File: config.mk
export PLATFORM = sky130hd
export DESIGN_NAME = com_data_loader
export DESIGN_NICKNAME = d
export VERILOG_FILES = /design/src/rtl/com_data_loader.sv
export SDC_FILE = /design/constraint.sdc
export NUM_CORES = 1
export LEC_CHECK = 0
export ABC_AREA = 1
export BUFFER_PORTS_ARGS = -buffer_cell sky130_fd_sc_hd__buf_2
export CAP_MARGIN = 20
export CORE_ASPECT_RATIO = 0.6
export CORE_MARGIN = 2
export CORE_UTILIZATION = 57
export DETAILED_ROUTE_END_ITERATION = 7
export MAX_ROUTING_LAYER = met4
export PLACE_DENSITY_LB_ADDON = 0.08
export SLEW_MARGIN = 5
export SYNTH_ARGS = -nofsm -noshare
export SYNTH_HDL_FRONTEND = slang
export SYNTH_SLANG_ARGS = --single-unit
export TNS_END_PERCENT = 100
File: constraint.sdc
create_clock -name clk -period 2.2 [get_ports clk]
set_input_delay 0.22 -clock clk [delete_from_list [all_inputs] [get_ports clk]]
set_output_delay 0.22 -clock clk [all_outputs]
set_load 0.005 [all_outputs]
File: src/rtl/com_data_loader.sv
// com_data_loader: host byte link -> little-endian 32-bit words -> data_mem write port.
// Optional trailer checksum enabled by defining the macro CHECKSUM_EN.
//
// Ports:
//   clk, reset            system clock, synchronous active-high reset
//   load_en               host level, high while a load session is wanted
//   rx_strobe, rx_data    asynchronous host byte strobe and its 8-bit data
//   mem_we/addr/wdata     one-cycle write into data_mem
//   cpu_hold              high while a session is in progress
//   load_done             high from session end until load_en falls
//   chk_err               sticky trailer mismatch (0 when CHECKSUM_EN is undefined)
module com_data_loader #(
    parameter logic [31:0] BASE_ADDR   = 32'h0,
    parameter int          NUM_WORDS   = 16,
    parameter int          SYNC_STAGES = 2
) (
    input  logic        clk,
    input  logic        reset,
    input  logic        load_en,
    input  logic        rx_strobe,
    input  logic [7:0]  rx_data,
    output logic        mem_we,
    output logic [31:0] mem_addr,
    output logic [31:0] mem_wdata,
    output logic        cpu_hold,
    output logic        load_done,
    output logic        chk_err
);
    localparam int WW = $clog2(NUM_WORDS) + 1;

    typedef enum logic [2:0] {
        IDLE,
        RECV,
        WRITE,
        CHECK,
        DONE
    } state_t;

    state_t                 state;
    logic [SYNC_STAGES-1:0] sync_q;
    logic                   strobe_q;
    logic                   load_en_q;
    logic                   rx_edge;
    logic                   rx_valid;
    logic [7:0]             rx_byte;
    logic [1:0]             byte_idx;
    logic [WW-1:0]          word_idx;
    logic                   last_word;
    logic                   pend;
    logic [7:0]             pend_byte;
`ifdef CHECKSUM_EN
    logic [7:0]             csum;
`endif

    // A byte is available either from a fresh edge or from one that
    // arrived while the word was being written.
    assign rx_edge   = sync_q[SYNC_STAGES-1] & ~strobe_q;
    assign rx_valid  = pend | rx_edge;
    assign rx_byte   = pend ? pend_byte : rx_data;
    assign last_word = (word_idx == WW'(NUM_WORDS - 1));

`ifndef CHECKSUM_EN
    assign chk_err = 1'b0;
`endif

    always_ff @(posedge clk) begin
        if (reset) begin
            sync_q    <= '0;
            strobe_q  <= 1'b0;
            load_en_q <= 1'b0;
        end else begin
            sync_q    <= {sync_q[SYNC_STAGES-2:0], rx_strobe};
            strobe_q  <= sync_q[SYNC_STAGES-1];
            load_en_q <= load_en;
        end
    end

    always_ff @(posedge clk) begin
        if (reset) begin
            state     <= IDLE;
            mem_we    <= 1'b0;
            mem_addr  <= BASE_ADDR;
            mem_wdata <= '0;
            cpu_hold  <= 1'b0;
            load_done <= 1'b0;
            byte_idx  <= '0;
            word_idx  <= '0;
            pend      <= 1'b0;
            pend_byte <= '0;
`ifdef CHECKSUM_EN
            csum      <= '0;
            chk_err   <= 1'b0;
`endif
        end else begin
            mem_we <= 1'b0;
            unique case (state)
                IDLE: begin
                    if (load_en && !load_en_q) begin
                        state     <= RECV;
                        cpu_hold  <= 1'b1;
                        byte_idx  <= '0;
                        word_idx  <= '0;
                        mem_addr  <= BASE_ADDR;
                        mem_wdata <= '0;
                        pend      <= 1'b0;
`ifdef CHECKSUM_EN
                        csum      <= '0;
                        chk_err   <= 1'b0;
`endif
                    end
                end
                RECV: begin
                    if (!load_en) begin
                        state    <= IDLE;
                        cpu_hold <= 1'b0;
                        pend     <= 1'b0;
                    end else begin
                        if (rx_valid) begin
                            mem_wdata[{byte_idx, 3'b000} +: 8] <= rx_byte;
`ifdef CHECKSUM_EN
                            csum <= csum ^ rx_byte;
`endif
                            byte_idx <= byte_idx + 2'd1;
                            if (byte_idx == 2'd3) begin
                                state  <= WRITE;
                                mem_we <= 1'b1;
                            end
                        end
                        // A pending byte is consumed now; a simultaneous
                        // fresh edge takes its place.
                        if (pend) begin
                            pend      <= rx_edge;
                            pend_byte <= rx_data;
                        end
                    end
                end
                WRITE: begin
                    if (!load_en) begin
                        state    <= IDLE;
                        cpu_hold <= 1'b0;
                        pend     <= 1'b0;
                    end else begin
                        if (rx_edge) begin
                            pend      <= 1'b1;
                            pend_byte <= rx_data;
                        end
                        word_idx <= word_idx + 1'b1;
                        if (last_word) begin
`ifdef CHECKSUM_EN
                            state <= CHECK;
`else
                            state     <= DONE;
                            cpu_hold  <= 1'b0;
                            load_done <= 1'b1;
`endif
                        end else begin
                            state    <= RECV;
                            mem_addr <= mem_addr + 32'd4;
                        end
                    end
                end
                CHECK: begin
`ifdef CHECKSUM_EN
                    if (!load_en) begin
                        state    <= IDLE;
                        cpu_hold <= 1'b0;
                        pend     <= 1'b0;
                    end else if (rx_valid) begin
                        chk_err   <= (rx_byte != csum);
                        state     <= DONE;
                        cpu_hold  <= 1'b0;
                        load_done <= 1'b1;
                        pend      <= 1'b0;
                    end
`else
                    state <= IDLE;
`endif
                end
                DONE: begin
                    if (!load_en) begin
                        state     <= IDLE;
                        load_done <= 1'b0;
                    end
                end
                default: state <= IDLE;
            endcase
        end
    end
endmodule
==> results.cfg <==
[yosys]
syn_inst = 747
synth_top_cells_by_count = nand2_1, nor2_1, inv_1
ys.flop_type = dfxtp_1
yosysSeqAreaShare_pct = 37.3
synth.most_common_cell = nand2_1
ys_top_cells_by_area = dfxtp_1, nand2_1, nor2_1, inv_1, o21ai_0
synth_top_area_share_pct = 37.3
synth_area_sq_um = 4720
synth.distinct_cells = 35
synth_edf_count = 0
synthArstFlopShare_pct = 0
synth_top_area_cell = dfxtp_1
syn_avg_cell_area_sq_um = 6.32
synth_seq_cells = 88
yosys_warnings = 0

[detailed_routing]
num_vias = 4731
drtIter0Drc = 596
totalWireLength_um = 11600
ant_nets = 0
wire_per_inst_um = 12.5
via_per_inst = 5.07
route.detailed.drc = 0
first_pass_iters = 7

[worst_setup_path]
cp.arrival_ns = 2.29
required_ns = 2.47
r2r_start = word_idx[0]
rrSetupSlack_ns = 0.19
timing.rr.end = mem_addr[31]
crit_type = reg2reg
reg2regPathDepth = 14
startpoint_type = flop
critPathMaxFanout = 19
worstSetupEndpointType = flop

[flow_run]
max_cap_violations = 0

[finish]
fill_cells = 722
area.growth.synth_to_final_pct = 15.6
drive_gt1_share_pct = 14.4
num-nets-final = 842
diodes = 0

[pwr]
p_leak_nw = 2.62
ir_drop_mv = 0.531
p_per_area_nw_per_um2 = 711

[sta]
fin_crit_ns = 2.01
finalClockSkew_ns = 0.00371
min_period_over_period_pct = 91.5
rsz0062_at_grt = no
hold_slack_ns = 0.0835
setup-violations-final = 0
setup_tns_ns = 0
tightest_slew_ns = 0.572
drv_slew = 0
slew_headroom_pct = 61.8
fmax_mhz = 497
hold_violations = 0

[clock_tree]
insertion_delay_ns = 0.34
hold_buffers = 0
tritoncts = done
clock-sinks = 88
path_clk_slew_ns = 0.06
htreeDepth = 3
cts_made_buffers = 9
cts-root-buf = clkbuf_16
clk_path_buf_depth = 2

[global_route]
antenna_found_initial = 0
grt_pass1_vias = 4055
grt_pass1_wl_um = 19200
overflow = 0
gr-usage-all-layers_pct = 28.1
grt_max_degree = 44

[floorplan]
die_x_um = 121
rows = 25
io_pins = 80
initial_utilization_pct = 59.4
core_sq_um = 7950
dieArea_sq_um = 9050
die_h_um = 74.5

[hold_path]
hold_path_depth = 3
hold_path_end = sync_q[0]
hp-start = rx_strobe
hold_class = in2reg

[placed_design]
dpl.hpwl_um = 8730
globalplace.congestion = 0.958
port_buffers = 76

[run_status]
status = finished clean
[report_power, final]
part	internal (mW)	switching, mW	leakage (nW)	total, mW
logic	0.200	0.374	1.76	0.575
clock network	0.967	0.608	0.148	1.58
registers	1.68	0.0471	0.717	1.73
total	2.85	1.03	2.62	3.88
[placed cells by master, fill, tap and decap left out, drive strengths merged, types with 9 or more instances in the layout]
master / netlist / final
o21ai: 47 / 47
a21oi: 24 / 24
nand2: 183 / 183
dfxtp: 88 / 88
inv: 135 / 135
nor3: 9 / 9
ha: 9 / 9
buf: 16 / 83
nand3: 33 / 33
nand3b: 12 / 12
nor2: 163 / 163
clkbuf: 6 / 13
[critical path, stage by stage (launching register included)]
cell,delay (ns)
dfxtp_1,0.33
ha_1,0.21
inv_1,0.07
nor3_1,0.05
ha_1,0.21
inv_1,0.06
nand2_1,0.07
nand2_1,0.06
nand2_1,0.07
nor2_2,0.22
buf_6,0.22
nand3_1,0.13
nand2_1,0.10
nand2_1,0.05
nor2_1,0.09
[how the worst max path moves through the flow]
stage | endpoint | slack [ns] | from
final | mem_addr[31] | 0.19 | word_idx[0]
after global routing | mem_addr[27] | 0.03 | word_idx[0]
after global placement | mem_addr[17] | 0.23 | word_idx[0]
after floorplan | mem_addr[4] | 0.50 | word_idx[0]
after CTS | mem_addr[31] | 0.15 | word_idx[0]
after detailed placement | mem_addr[17] | 0.18 | word_idx[0]
[metal layers]
| layer | vias up | track usage [%] | share of wire (%) |
|---|---|---|---|
| met3 | 16 | 6.37 | 10 |
| met1 | 2085 | 42.6 | 51 |
| met4 | 0 | 6.00 | 0.73 |
| met2 | 219 | 37.5 | 38 |
| li1 | 2411 | - | - |
| met5 | - | - | 0 |
[state kept, by name, summed over array words and instances, names as in the netlist]
name,count
mem_we,1
cpu_hold,1
load_done,1
load_en_q,1
pend_byte,8
byte_idx,2
word_idx,5
pend,1
sync_q,2
strobe_q,1
mem_addr,30
mem_wdata,32
state,3
[logic make-up (layout without fill, tap and decap cells)]
family | count (synthesis) | count (layout) | synth area share (%)
buffers and inverters | 157 | 233 | 13.9
AOI/OAI and AO/OA | 75 | 75 | 8.11
DFF | 88 | 88 | 37.3
and+or+nand+nor | 417 | 417 | 38.2
other | 1 | 3 | 0.0794
adders and majority gates | 9 | 9 | 2.39
[layout make-up]
class,count,area (sq um),area share (%)
flip-flops and latches,88,1760,32.3
clock buffers,13,270,4.95
repair buffers,83,437,8.00
inverters,135,507,9.28
clock inverters,2,37.5,0.688
multi-input cells,504,2310,42.3
well taps,108,135,2.48
[per-stage QoR]
stage | total power [mW] | std cells | util (%) | setup slack, ns | instance area, sq um
after CTS | 3.89 | 933 | 68.7 | 0.154 | 5460
after global placement | 2.30 | 918 | 64.8 | 0.230 | 5150
after detailed placement | 2.33 | 918 | 64.8 | 0.181 | 5150
after floorplan | 2.18 | 749 | - | 0.496 | 4730
final | 3.88 | 933 | 68.7 | 0.187 | 5460
after global routing | 4.07 | 933 | 68.7 | 0.0264 | 5460
[repair_timing]
item / CTS / global route
setup endpoints to repair: 0 / 4
resized for setup: 0 / 1
buffers inserted: 0 / 0
Note: power is estimated with default switching activity, not from simulation.
